File: config.mk
export PLATFORM = sky130hd
export DESIGN_NAME = alu_arbiter
export DESIGN_NICKNAME = d
export VERILOG_FILES = /design/src/rtl/alu_arbiter.sv
export SDC_FILE = /design/constraint.sdc
export NUM_CORES = 1
export LEC_CHECK = 0
export BUFFER_PORTS_ARGS = -buffer_cell sky130_fd_sc_hd__buf_2
export CORE_MARGIN = 4
export CORE_UTILIZATION = 44
export CTS_CLUSTER_DIAMETER = 150
export DETAILED_ROUTE_END_ITERATION = 12
export GPL_ROUTABILITY_DRIVEN = 1
export HOLD_SLACK_MARGIN = 0.05
export PLACE_DENSITY = 0.91
export SETUP_SLACK_MARGIN = 0.15
export SYNTH_ARGS = -nofsm -noshare
export SYNTH_HDL_FRONTEND = slang
export SYNTH_SLANG_ARGS = --single-unit
export TNS_END_PERCENT = 100
File: constraint.sdc
create_clock -name clk -period 1.79 [get_ports clk]
set_input_delay 0.2685 -clock clk [delete_from_list [all_inputs] [get_ports clk]]
set_output_delay 0.2685 -clock clk [all_outputs]
set_load 0.02 [all_outputs]
File: src/rtl/alu_arbiter.sv
// alu_arbiter: two-requester round-robin front end for a shared ALU.
// Ports: clk/rst, req0_*/req1_* request channels, ALU drive (OPA..INP_VALID),
//        ALU return (RES + flags), rsp_* one-cycle response with owner id.
module alu_arbiter #(
  parameter int WIDTH     = 8,
  parameter int CMD_WIDTH = 4,
  parameter int MUL_LAT   = 2,
  parameter int STD_LAT   = 1
) (
  input  logic                 clk,
  input  logic                 rst,
  input  logic                 req0_valid,
  output logic                 req0_ready,
  input  logic [WIDTH-1:0]     req0_opa,
  input  logic [WIDTH-1:0]     req0_opb,
  input  logic [CMD_WIDTH:0]   req0_cmd,
  input  logic                 req0_mode,
  input  logic                 req0_cin,
  input  logic                 req1_valid,
  output logic                 req1_ready,
  input  logic [WIDTH-1:0]     req1_opa,
  input  logic [WIDTH-1:0]     req1_opb,
  input  logic [CMD_WIDTH:0]   req1_cmd,
  input  logic                 req1_mode,
  input  logic                 req1_cin,
  output logic [WIDTH-1:0]     OPA,
  output logic [WIDTH-1:0]     OPB,
  output logic [CMD_WIDTH:0]   CMD,
  output logic                 MODE,
  output logic                 CIN,
  output logic                 CE,
  output logic [1:0]           INP_VALID,
  input  logic [WIDTH:0]       RES,
  input  logic                 OFLOW,
  input  logic                 COUT,
  input  logic                 E,
  input  logic                 G,
  input  logic                 L,
  input  logic                 ERR,
  output logic                 rsp_valid,
  output logic                 rsp_id,
  output logic [WIDTH:0]       rsp_res,
  output logic [5:0]           rsp_flags
);

  localparam int MAXLAT = (MUL_LAT > STD_LAT) ? MUL_LAT : STD_LAT;
  localparam int CW     = (MAXLAT > 2) ? $clog2(MAXLAT) : 1;

  // Counter holds "remaining WAIT cycles minus one", so WAIT lasts LAT cycles.
  localparam logic [CW-1:0] MUL_LD = CW'(MUL_LAT - 1);
  localparam logic [CW-1:0] STD_LD = CW'(STD_LAT - 1);

  localparam logic [CMD_WIDTH:0] CMD_MUL_A = (CMD_WIDTH + 1)'(9);
  localparam logic [CMD_WIDTH:0] CMD_MUL_B = (CMD_WIDTH + 1)'(10);

  typedef enum logic [1:0] {
    IDLE,
    ISSUE,
    WAIT,
    RESP
  } state_t;

  state_t               state_q, state_d;
  logic                 ptr_q, ptr_d;
  logic [CW-1:0]        cnt_q, cnt_d;
  logic [WIDTH-1:0]     opa_q, opa_d;
  logic [WIDTH-1:0]     opb_q, opb_d;
  logic [CMD_WIDTH:0]   cmd_q, cmd_d;
  logic                 mode_q, mode_d;
  logic                 cin_q, cin_d;
  logic                 id_q, id_d;
  logic                 rid_q, rid_d;
  logic [WIDTH:0]       rres_q, rres_d;
  logic [5:0]           rfl_q, rfl_d;

  logic gnt0, gnt1, is_mul, idle;

  // Pointer only breaks ties; a lone requester always wins.
  assign gnt0 = req0_valid & (~req1_valid | ~ptr_q);
  assign gnt1 = req1_valid & (~req0_valid | ptr_q);
  assign idle = (state_q == IDLE);

  assign is_mul = mode_q & ((cmd_q == CMD_MUL_A) | (cmd_q == CMD_MUL_B));

  always_comb begin
    state_d = state_q;
    ptr_d   = ptr_q;
    cnt_d   = cnt_q;
    opa_d   = opa_q;
    opb_d   = opb_q;
    cmd_d   = cmd_q;
    mode_d  = mode_q;
    cin_d   = cin_q;
    id_d    = id_q;
    rid_d   = rid_q;
    rres_d  = rres_q;
    rfl_d   = rfl_q;
    unique case (state_q)
      IDLE: begin
        if (gnt0 | gnt1) begin
          opa_d   = gnt1 ? req1_opa  : req0_opa;
          opb_d   = gnt1 ? req1_opb  : req0_opb;
          cmd_d   = gnt1 ? req1_cmd  : req0_cmd;
          mode_d  = gnt1 ? req1_mode : req0_mode;
          cin_d   = gnt1 ? req1_cin  : req0_cin;
          id_d    = gnt1;
          ptr_d   = ~gnt1;
          state_d = ISSUE;
        end
      end
      ISSUE: begin
        cnt_d   = is_mul ? MUL_LD : STD_LD;
        state_d = WAIT;
      end
      WAIT: begin
        if (cnt_q == '0) begin
          rres_d  = RES;
          rfl_d   = {OFLOW, COUT, E, G, L, ERR};
          rid_d   = id_q;
          state_d = RESP;
        end else begin
          cnt_d = cnt_q - CW'(1);
        end
      end
      RESP: begin
        state_d = IDLE;
      end
      default: begin
        state_d = IDLE;
      end
    endcase
  end

  always_ff @(posedge clk or posedge rst) begin
    if (rst) begin
      state_q <= IDLE;
      ptr_q   <= 1'b0;
      cnt_q   <= '0;
      opa_q   <= '0;
      opb_q   <= '0;
      cmd_q   <= '0;
      mode_q  <= 1'b0;
      cin_q   <= 1'b0;
      id_q    <= 1'b0;
      rid_q   <= 1'b0;
      rres_q  <= '0;
      rfl_q   <= '0;
    end else begin
      state_q <= state_d;
      ptr_q   <= ptr_d;
      cnt_q   <= cnt_d;
      opa_q   <= opa_d;
      opb_q   <= opb_d;
      cmd_q   <= cmd_d;
      mode_q  <= mode_d;
      cin_q   <= cin_d;
      id_q    <= id_d;
      rid_q   <= rid_d;
      rres_q  <= rres_d;
      rfl_q   <= rfl_d;
    end
  end

  // Readies are combinational, so reset must mask them directly.
  assign req0_ready = ~rst & idle & gnt0;
  assign req1_ready = ~rst & idle & gnt1;

  assign OPA       = opa_q;
  assign OPB       = opb_q;
  assign CMD       = cmd_q;
  assign MODE      = mode_q;
  assign CIN       = cin_q;
  assign CE        = (state_q == ISSUE) | (state_q == WAIT);
  assign INP_VALID = (state_q == ISSUE) ? 2'b11 : 2'b00;
  assign rsp_valid = (state_q == RESP);
  assign rsp_id    = rid_q;
  assign rsp_res   = rres_q;
  assign rsp_flags = rfl_q;

endmodule

==> summary.txt <==
Run status
  • Status: complete, no violations

Die
  • CORE AREA: 4140 µm²
  • Initial Util: 47.1%
  • Die Wd: 74.6 µm
  • IO Count: 110
  • Num rows: 23
  • Die height: 74.6 µm
  • Die area: 5570 µm²

STA
  • Period utilisation layout: 94.2%
  • Final Hold Vio Count: 0
  • Fmax: 593 MHz
  • Worst rel slew slack: 45.5%
  • Fin Clk Skew: 0.0105 ns
  • Worst-Margin Slew: 0.817 ns
  • Unrepaired setup endpoints after global routing: true
  • Pins over their slew limit: 0
  • Fin crit period: 1.69 ns
  • Final worst setup slack: 0.104 ns
  • Setup violations, final: 0
  • Final hold slack: 0.199 ns
  • Fin Setup TNS: 0 ns

Synth
  • Synth cell types: 23
  • Post-synth top cells: dfrtp_1 (44), a221o_1 (23), and2_0 (18)
  • Async set or reset register ratio after synthesis: 100%
  • Register area share after synthesis: 56.4%
  • Synth Instances: 142
  • Area contributors post-synth: dfrtp_1 (56%), a221o_1 (12%), mux2_2 (9.8%)
  • Compound-Gate Fraction of Synth Area: 15.9%
  • Register bit total from synthesis: 44
  • Ys flop type: dfrtp_1
  • Synth Area in XOR/XNOR: 0.449%
  • Mux contribution to synthesized area: 9.81%
  • Synth Area in Adders: 2.56%
  • Mapped Nets: 211
  • Ys Warns: 0
  • Area fraction of the dominant cell type after synthesis: 56.4%
  • EDFF count, synth: 0
  • Syn avg cell area: 13.7 µm²
  • Syn Std Cell Area: 1950 µm²
  • Area leader, netlist: dfrtp_1
  • Most numerous cell in the Yosys netlist: dfrtp_1
  • Post-synthesis simple-gate area fraction: 10.2%
  • Largest family of logic cells by synthesized area: compound AO/OA/AOI/OAI gates

Min path
  • Hold/Removal Path Class: input port to flop
  • Hold path startpoint: req1_opb[1]
  • Hold Path Stages: 2
  • Worst Hold End: OPB[1]

Global route
  • Total grt overflow: 0
  • First-pass GRT wire length: 7.50 mm
  • Largest net degree at the start of global routing: 42
  • Antenna violations before repair: 0
  • Total GRT Usage: 17.8%
  • Vias in the first global route: 1620

Critical path
  • Crit-path slowest cell: dfrtp_1
  • Critical Path AT: 1.42 ns
  • WP depth: 6
  • Worst path bufs/invs: 2
  • Top Family by Delay on Critical Path: flip-flops
  • Worst Setup End Kind: output pin
  • Reg-to-reg startpoint: state_q[0]
  • Crit Reg-Reg Endpoint: OPA[5]
  • Reg2reg path depth: 5
  • Critical path fanouts, max: 5
  • Worst stage delay on the critical path: 0.41 ns
  • R2R setup slack: 0.21 ns
  • Crit path launch type: flop
  • Worst setup path class: flop to output pin
  • Crit path cell chain: inv_2, ha_4, nand2_2, a21oi_4, and2_4, buf_6
  • Worst EP required: 1.52 ns

Placement
  • Number of port buffers: 109
  • Pre-CTS setup slack: 0.0685 ns
  • GPL Wtd Cong: 0.742
  • DP HPWL: 3.63 mm
  • Placed cell area: 2540 µm²

Pwr
  • VDD IR max: 972 µV
  • Leakage: 1.39 nW
  • Net Sw Frac: 39.2%
  • Share of power burned in registers: 33.4%
  • Net switching power: 2.05 mW
  • Clock Power Share: 14.1%
  • Combinational fraction of design power: 52.5%
  • Internal: 3.18 mW
  • Tot Pwr: 5.23 mW
  • Power Density: 1920 nW/µm²

Clock network
  • Clock latency at the later pin of the worst-skew pair: 0.29 ns
  • Clk slew on worst S/H paths: 0.08 ns
  • CTS tree: yes
  • Max clock buf depth: 2
  • Clock Sinks: 44
  • Root Driver: clkbuf_8
  • H-Tree Depth: 2
  • CTS Buf Count: 5

Layout
  • Area growth syn-to-layout: 40.0%
  • Share of cells above drive strength 1: 62.2%
  • FILL cells: 349
  • Fin nets: 330
  • Final Instance Area: 2730 µm²
  • ANT cells: 0

Drt
  • DRT Pass-1 Iters: 4
  • DRC: 0
  • Final wirelength: 4.83 mm
  • Post-DRT Antenna Nets: 0
  • DR vias/cell: 5.04
  • Initial DRC count: 65
  • Drt wl/cell: 15.5 µm
  • Via count: 1573

Run
  • Max_cap viols: 0
==> kinds of logic (layout without fill, tap and decap cells) <==
group	Yosys count	after routing
AO/OA/AOI/OAI	31	31
XOR/XNOR	1	1
adder cells (fa/ha/maj)	4	4
AND/OR/NAND/NOR	31	31
flip-flops	44	44
buffers and inverters	14	134
multiplexers	17	17
==> worst max-delay path by stage <==
stage	end	slack, ns	startpoint
after floorplan	req0_ready	0.18	state_q[0]
after global placement	CIN	0.17	state_q[0]
after detailed placement	OPA[5]	0.07	state_q[0]
after CTS	req0_ready	0.12	state_q[0]
after global routing	req0_ready	0.05	state_q[0]
final	req0_ready	0.10	state_q[0]
==> routing by layer <==
| layer | vias to the layer above | part of all wire, % | track usage (%) |
|---|---|---|---|
| li1 | 762 | - | - |
| met1 | 732 | 40 | 21.9 |
| met2 | 72 | 49 | 29.3 |
| met3 | 7 | 10 | 7.16 |
| met4 | 0 | 1.2 | 4.15 |
| met5 | - | 0 | 0 |
==> through the flow <==
stage          util, %  std cells
4_1_cts           65.6        311
3_3_place_gp      61.3        298
3_5_place_dp      61.3        298
2_1_floorplan        -        142
6_report          65.9        312
5_1_grt           65.9        312
==> registers in the layout, indices dropped and copies added (netlist names) <==
register   count
ptr_q          1
CIN            1
cnt_q          1
rsp_flags      6
rsp_id         1
rsp_res        9
OPB            8
state_q        2
id_q           1
CMD            5
MODE           1
OPA            8
==> final cells by class <==
class,count,area [µm²],share of cell area (%)
clock inverters,2,35.0,1.28
flip-flops and latches,44,1100,40.3
well taps,50,62.6,2.29
inverters,5,22.5,0.824
repair buffers,121,654,23.9
clock buffers,6,72.6,2.66
multi-input cells,84,785,28.7
==> power by group through the flow <==
stage	logic, mW	registers (mW)	clock network (mW)
floorplan	1.33	2.28	0
global placement	2.55	1.76	0
detailed placement	2.61	1.77	0
CTS	2.75	1.75	0.761
global route	2.97	1.81	0.807
finish	2.75	1.75	0.740
==> layout by cell type (no fill, tap or decap) <==
cell type,synthesis,routed
inv_1,5,2
buf_6,2,3
ha_4,0,1
o21ai_0,1,1
dfrtp_1,44,44
nand4b_1,1,1
clkbuf_8,0,5
a21o_2,2,2
buf_2,1,107
dlygate4sd3_1,0,1
nor2_1,1,1
a22oi_1,1,1
nand2_2,0,2
and2_4,0,2
mux2_2,17,17
and2_0,18,18
buf_4,6,10
nor4bb_1,1,1
o21ai_2,1,1
bufinv_16,0,1
xor2_1,1,1
inv_2,0,2
clkinvlp_4,0,1
nor2b_2,0,1
clkinv_2,0,1
a21oi_4,2,2
clkbuf_1,0,1
ha_1,4,3
a221o_1,23,23
o22a_1,1,1
and2_2,5,5
==> timing repair <==
action,in CTS,in global routing
endpoints found under the hold margin,3,0
gates resized for setup,12,2
setup endpoints to repair,35,19
hold buffers,1,0
pin swaps,1,0
setup buffers,4,1
Note: power is estimated with default switching activity, not from simulation.
